===== src/rtl/booth_mult_seq.sv =====
// Iterative radix-2 Booth multiplier: one add/sub-and-shift substep per clock, valid/ready handshakes.
// Define MUL_OVF_FLAG_EN to add the ovf output (product does not fit in N bits of the selected mode).
//
// state  | meaning
// S_IDLE | waiting for operands, in_ready high
// S_CALC | N+1 Booth substeps, one per cycle
// S_DONE | product valid and held until out_ready
module booth_mult_seq #(
    parameter int N = 8
) (
    input  logic           clk,
    input  logic           rst,
    input  logic           in_valid,
    output logic           in_ready,
    input  logic           is_signed,
    input  logic [N-1:0]   multiplicand,
    input  logic [N-1:0]   multiplier,
    output logic           out_valid,
    input  logic           out_ready,
    output logic [2*N-1:0] product,
`ifdef MUL_OVF_FLAG_EN
    output logic           ovf,
`endif
    output logic           busy
);
    localparam int W  = N + 1;
    localparam int CW = $clog2(N + 2);

    typedef enum logic [1:0] {S_IDLE, S_CALC, S_DONE} state_t;

    state_t         state_q, state_d;
    logic [W-1:0]   a_q, a_d, q_q, q_d, m_q, m_d;
    logic           q0_q, q0_d;
    logic [CW-1:0]  cnt_q, cnt_d;
    logic [2*N-1:0] product_q, product_d;
    logic           in_ready_q, in_ready_d;
    logic           out_valid_q, out_valid_d;
    logic           busy_q, busy_d;
    logic [W-1:0]   sum, a_n, q_n;
    logic [2*N-1:0] prod_n;
`ifdef MUL_OVF_FLAG_EN
    logic           sgn_q, sgn_d;
    logic           ovf_q, ovf_d;
`endif

    // One Booth substep: recode {Q[0],q0}, add/sub M into A, then arithmetic shift {A,Q,q0}.
    always_comb begin
        case ({q_q[0], q0_q})
            2'b10:   sum = a_q - m_q;
            2'b01:   sum = a_q + m_q;
            default: sum = a_q;
        endcase
        a_n    = {sum[W-1], sum[W-1:1]};
        q_n    = {sum[0], q_q[W-1:1]};
        prod_n = {a_n[N-2:0], q_n};
    end

    always_comb begin
        state_d   = state_q;
        a_d       = a_q;
        q_d       = q_q;
        q0_d      = q0_q;
        m_d       = m_q;
        cnt_d     = cnt_q;
        product_d = product_q;
`ifdef MUL_OVF_FLAG_EN
        sgn_d     = sgn_q;
        ovf_d     = ovf_q;
`endif
        case (state_q)
            S_IDLE: begin
                if (in_valid && in_ready_q) begin
                    a_d     = '0;
                    q0_d    = 1'b0;
                    m_d     = {is_signed & multiplicand[N-1], multiplicand};
                    q_d     = {is_signed & multiplier[N-1], multiplier};
                    cnt_d   = CW'(N + 1);
`ifdef MUL_OVF_FLAG_EN
                    sgn_d   = is_signed;
`endif
                    state_d = S_CALC;
                end
            end
            S_CALC: begin
                a_d   = a_n;
                q_d   = q_n;
                q0_d  = q_q[0];
                cnt_d = cnt_q - CW'(1);
                if (cnt_q == CW'(1)) begin
                    product_d = prod_n;
`ifdef MUL_OVF_FLAG_EN
                    if (sgn_q)
                        ovf_d = !((&prod_n[2*N-1:N-1]) || !(|prod_n[2*N-1:N-1]));
                    else
                        ovf_d = |prod_n[2*N-1:N];
`endif
                    state_d = S_DONE;
                end
            end
            S_DONE: begin
                if (out_ready)
                    state_d = S_IDLE;
            end
            default: state_d = S_IDLE;
        endcase
        in_ready_d  = (state_d == S_IDLE);
        out_valid_d = (state_d == S_DONE);
        busy_d      = (state_d != S_IDLE);
    end

    always_ff @(posedge clk or posedge rst) begin
        if (rst) begin
            state_q     <= S_IDLE;
            a_q         <= '0;
            q_q         <= '0;
            q0_q        <= 1'b0;
            m_q         <= '0;
            cnt_q       <= '0;
            product_q   <= '0;
            in_ready_q  <= 1'b1;
            out_valid_q <= 1'b0;
            busy_q      <= 1'b0;
`ifdef MUL_OVF_FLAG_EN
            sgn_q       <= 1'b0;
            ovf_q       <= 1'b0;
`endif
        end else begin
            state_q     <= state_d;
            a_q         <= a_d;
            q_q         <= q_d;
            q0_q        <= q0_d;
            m_q         <= m_d;
            cnt_q       <= cnt_d;
            product_q   <= product_d;
            in_ready_q  <= in_ready_d;
            out_valid_q <= out_valid_d;
            busy_q      <= busy_d;
`ifdef MUL_OVF_FLAG_EN
            sgn_q       <= sgn_d;
            ovf_q       <= ovf_d;
`endif
        end
    end

    assign in_ready  = in_ready_q;
    assign out_valid = out_valid_q;
    assign busy      = busy_q;
    assign product   = product_q;
`ifdef MUL_OVF_FLAG_EN
    assign ovf       = ovf_q;
`endif

endmodule


===== config.mk =====
export PLATFORM = sky130hd
export DESIGN_NAME = booth_mult_seq
export DESIGN_NICKNAME = d
export VERILOG_FILES = /design/src/rtl/booth_mult_seq.sv
export SDC_FILE = /design/constraint.sdc
export NUM_CORES = 1
export LEC_CHECK = 0
export CORE_ASPECT_RATIO = 0.6
export CORE_MARGIN = 10
export CORE_UTILIZATION = 52
export DETAILED_ROUTE_END_ITERATION = 16
export PLACE_DENSITY = 0.77
export SLEW_MARGIN = 20
export SYNTH_ARGS = -nofsm -noshare
export SYNTH_HDL_FRONTEND = slang
export SYNTH_SLANG_ARGS = --single-unit

===== constraint.sdc =====
create_clock -name clk -period 3.28 [get_ports clk]
set_clock_uncertainty 0.1 [all_clocks]
set_input_delay 0.328 -clock clk [delete_from_list [all_inputs] [get_ports clk]]
set_output_delay 0.328 -clock clk [all_outputs]
set_load 0.02 [all_outputs]

Word-level counts from Yosys, hierarchy flattened:

Cells that the tools add are included.

* input port bits: 21
* output and inout port bits: 19
* logic and storage cells: 43
* bits in registers: 53

* bitwise gates (word level): 2
* equality and inequality tests: 7
* reductions and logical operators: 8
* add/sub/neg operators: 3
* multiplexer cells: 13

Operator list (number)
* $pmux W9 S2: 3
* $mux W9: 2
* $add A9 B9 Y9: 1
* $sub A9 B9 Y9: 1
* $pmux W4 S2: 1
* $eq A2 B2 Y1 const B: 3
* $mux W2: 3
* $pmux W2 S3: 1
* $reduce_and A2 Y1: 3
* $eq A2 B1 Y1 const B: 2
* $eq A4 B1 Y1 const B: 1
* $logic_not A2 Y1: 2
* $mux W4: 1
* $reduce_bool A2 Y1: 2
* $sub A4 B1 Y4 const B: 1
* $and A1 B1 Y1: 2
* $ne A2 B2 Y1 const B: 1
* $pmux W1 S2: 1
* $logic_and A1 B1 Y1: 1
* $mux W1: 1

Depth between registers and ports, before layout:

* word-level depth: 4
* depth in mapped cells: 12
* mapped depth without buffers: 11

Worst setup path after synthesis:

Ideal clock, no wire load.

* kind: register to register
* from: reg q_q[0]
* to: reg a_q[5]
* library setup time: 0.132 ns
* arrival time: 2.422 ns
* clock period less this slack: 2.654 ns
* path slack: 0.626 ns
* data required time: 3.048 ns
* stages on the path, launching flop included: 12
* cells stage by stage: dfrtp_1 -> inv_1 -> ha_1 -> clkbuf_1 -> mux2_2 -> fa_1 -> a211oi_1 -> o21bai_1 -> a21oi_1 -> xnor2_1 -> mux2i_1 -> o21ai_1

* cells in the longest elaborated chain, start to end: 3

Ends and longest elaborated chain
* start, declared: line 32 `logic [W-1:0] a_q, a_d, q_q, q_d, m_q, m_d;`
* start signal, assigned: line 130 `q_q <= q_d;`
* $eq A2 B1 Y1 / $eq A2 B2 Y1 (equally long branches): line 48 `case ({q_q[0], q0_q})`
* $pmux W9 S2 *: line 48
* $pmux W9 S2 *: line 70 `case (state_q)`
* end signal, assigned: line 114 `a_q <= '0;`
* end signal, assigned: line 129 `a_q <= a_d;`
* end, declared: line 32

Every way passes the cells marked *; elsewhere a longest branch is shown, timed or not.
A chain may end at the register's enable or synchronous reset.

Worst setup path in the final report:

Ends and elaborated chain as after synthesis.

==> impl_metrics.ini <==
[sta]
maxSlewHeadroom_pct = 41.9
min_period_ns = 2.88
tightest_slew_ns = 0.871
setup_tns_ns = 0
drv_slew = 0
hold_violations = 0
grt_setup_unrepaired = false
fmax_mhz = 348
worst_slack_ns = 0.403
min_period_over_period_pct = 87.7
setup_violations = 0

[yosys]
synth-edff-count = 0
syn_nets = 282
synth_mux_area_share_pct = 8.07
yosysSeqAreaShare_pct = 50.0
synth_compound_area_share_pct = 15.4
syn_area_per_cell_um2 = 10.5
synth_cells = 248
synth-async-reset-ratio_pct = 100
ys_types = 44
yosys_warnings = 0
synth_top_area_share_pct = 49.0
post_synth_and_or_nand_nor_area_fraction_pct = 11.4
synth_ff_type = dfrtp_1
synth-xor-area-share_pct = 4.71
yosys.area.top_type = dfrtp_1
synth_fa_ha_area_share_pct = 6.53
synth_seq_cells = 52
netlist_top_cells_area = dfrtp_1 (49%), ha_1 (5.8%), nand2_1 (5.0%), mux2_1 (3.9%), a222oi_1 (3.1%)
synth_area_mm2 = 0.00260
synthMostInstantiatedCell = dfrtp_1
synth_top_family_by_area = compound AO/OA/AOI/OAI gates
synth_common_cells = dfrtp_1 (51), nand2_1 (35), inv_1 (16)

[global_route]
grt_overflow = 0
grt_use_total_pct = 14.3
grt_pass1_wl_um = 9640
grt_antenna_before_repair = 0
grt_max_degree = 53
grt_pass1_vias = 1940

[worst_setup_path]
slowest_stage = fa_1
reg2reg_from = q_q[0]
end_kind = flip-flop
r2r_end = a_q[5]
critical_path.cell_chain = inv_1, ha_1, mux2_2, fa_1, a211oi_1, o21bai_1, a21oi_1, xnor2_1, mux2i_1, o21ai_1
cp_num_buf_inv = 1
cp.required_ns = 3.36
path_delay_family = adder cells
cpPeakStageDelay_ns = 0.45
worst-setup-path-type = reg -> reg
reg2reg_slack_ns = 0.40
start_kind = flip-flop
path_max_fanout = 8
critical_path_arrival_ns = 2.96
ff2ff_path_depth = 10

[die]
die_h_um = 74.8
io_pins = 40
core_area_mm2 = 0.00471
num_rows = 19
start_util_pct = 55.3
fp.dieArea_mm2 = 0.00833
die_w_um = 111

[power]
ir_drop_v = 0.000577
power.leakage_uw = 0.00147
p_per_area_mw_per_mm2 = 1230

[placement]
portBuffers = 39
post-place-ws_ns = 0.411
hpwlAfterDp_um = 4370
gp_congestion = 0.872

[routing]
drt_iter0_drc = 134
drc = 0
dr_total_vias = 1980
viasPerCell = 5.66
wl_per_cell_um = 16.5
drtAntennaViolNets = 0
drtPass1Iterations = 5
drt_wl_total_um = 5790

[clock_network]
clk-insertion-delay-late_ns = 0.31
cts_buffers = 5
max-clock-path-buffers = 2
cts_max_level = 2
cts_tree = built
cts_resized = 0
root_buffer = clkbuf_8
clock-sinks = 52
clkTransAtPathRegs_ns = 0.09
cts_post_setup_buffers_inserted = 0
ctsHoldBuffers = 0

[finish]
drive_gt1_share_pct = 8.36
fin_nets = 320
diodes = 0
num-fill-cells = 377
syn_to_final_growth_pct = 21.3

[min_path]
hold_path.class = in -> async

[outcome]
status = complete, no violations

[run]
drv_cap = 0
## layout by cell type, fill, tap and decap left out, types with 2 or more instances in the layout
master / instances
dfrtp_1: 51
o21ai_1: 14
clkbuf_8: 5
a21oi_1: 15
xor2_1: 8
xnor2_1: 6
nand2b_1: 2
mux2i_1: 3
clkdlybuf4s50_1: 39
nand2_1: 35
a31oi_1: 2
o21ai_0: 7
ha_1: 12
a21o_1: 4
nor3_1: 4
a32oi_1: 3
buf_4: 2
a222oi_1: 8
mux2_1: 9
inv_1: 15
clkinv_2: 2
or2_1: 2
nor2_1: 8
mux2_2: 7
## worst max-delay path by stage
stage | cells past startpoint | slack (ns) | from | endpoint
final | 10 | 0.40 | q_q[0] | a_q[5]
after global routing | 10 | 0.13 | q_q[0] | a_q[5]
after CTS | 10 | 0.39 | q_q[0] | a_q[5]
after detailed placement | 10 | 0.41 | q_q[0] | a_q[5]
after global placement | 10 | 0.57 | q_q[0] | a_q[5]
after floorplan | 11 | 0.63 | q_q[0] | a_q[5]
## power by group
| part | total (uW) | switching (uW) | internal [uW] |
|---|---|---|---|
| Sequential | 1210 | 265 | 941 |
| Combinational | 2240 | 1230 | 1010 |
| Clock | 430 | 204 | 227 |
| Total | 3880 | 1700 | 2180 |
## state kept, by name (all words and copies together), names as in the netlist
signal     count
q_q            9
out_valid      1
q0_q           1
m_q            9
in_ready       1
product       16
busy           1
cnt_q          4
a_q            8
state_q        2
## logic make-up after synthesis
logic type                 Yosys count
adders and majority gates           13
xor gates and xnor gates            14
AOI/OAI and AO/OA                   62
and+or+nand+nor                     61
DFF                                 52
buffers and inverters               27
muxes                               19
## worst register-to-register path, cell delays in order, from the launching register on
cell and delay [ns]:
dfrtp_1 0.40, inv_1 0.08, ha_1 0.30, mux2_2 0.41, fa_1 0.45, a211oi_1 0.33, o21bai_1 0.13, a21oi_1 0.19
xnor2_1 0.08, mux2i_1 0.19, o21ai_1 0.09
## through the flow
stage          power, uW  hold WS [ns]  area, um^2  instances  util (%)
6_report            3880         0.388        3160        350      67.1
5_1_grt             4210         0.426        3160        350      67.1
4_1_cts             3890         0.396        3160        350      67.1
3_5_place_dp        3450         0.375        3050        342      64.8
3_3_place_gp        3360         0.366        3050        342      64.8
2_1_floorplan       2810         0.345        2610        248         -
## routing by layer
layer | track usage, % | routed length, um | up-vias | part of all wire (%)
met5 | 0 | 0 | - | 0
met2 | 21.4 | 2450 | 80 | 42
met3 | 5.56 | 591 | 8 | 10
met1 | 18.8 | 2690 | 942 | 46
met4 | 4.26 | 61 | 0 | 1.1
li1 | - | - | 950 | -
## area by class of cell
class	instances	area [um^2]	share of cell area (%)
Inverter	17	65.1	2.06
Clock buffer	6	72.6	2.30
Multi-Input combinational cell	169	1200	38.0
Timing Repair Buffer	41	405	12.8
Tap cell	63	78.8	2.50
Sequential cell	52	1300	41.2
Clock inverter	2	35.0	1.11
Power figures use the tool's default switching activity.
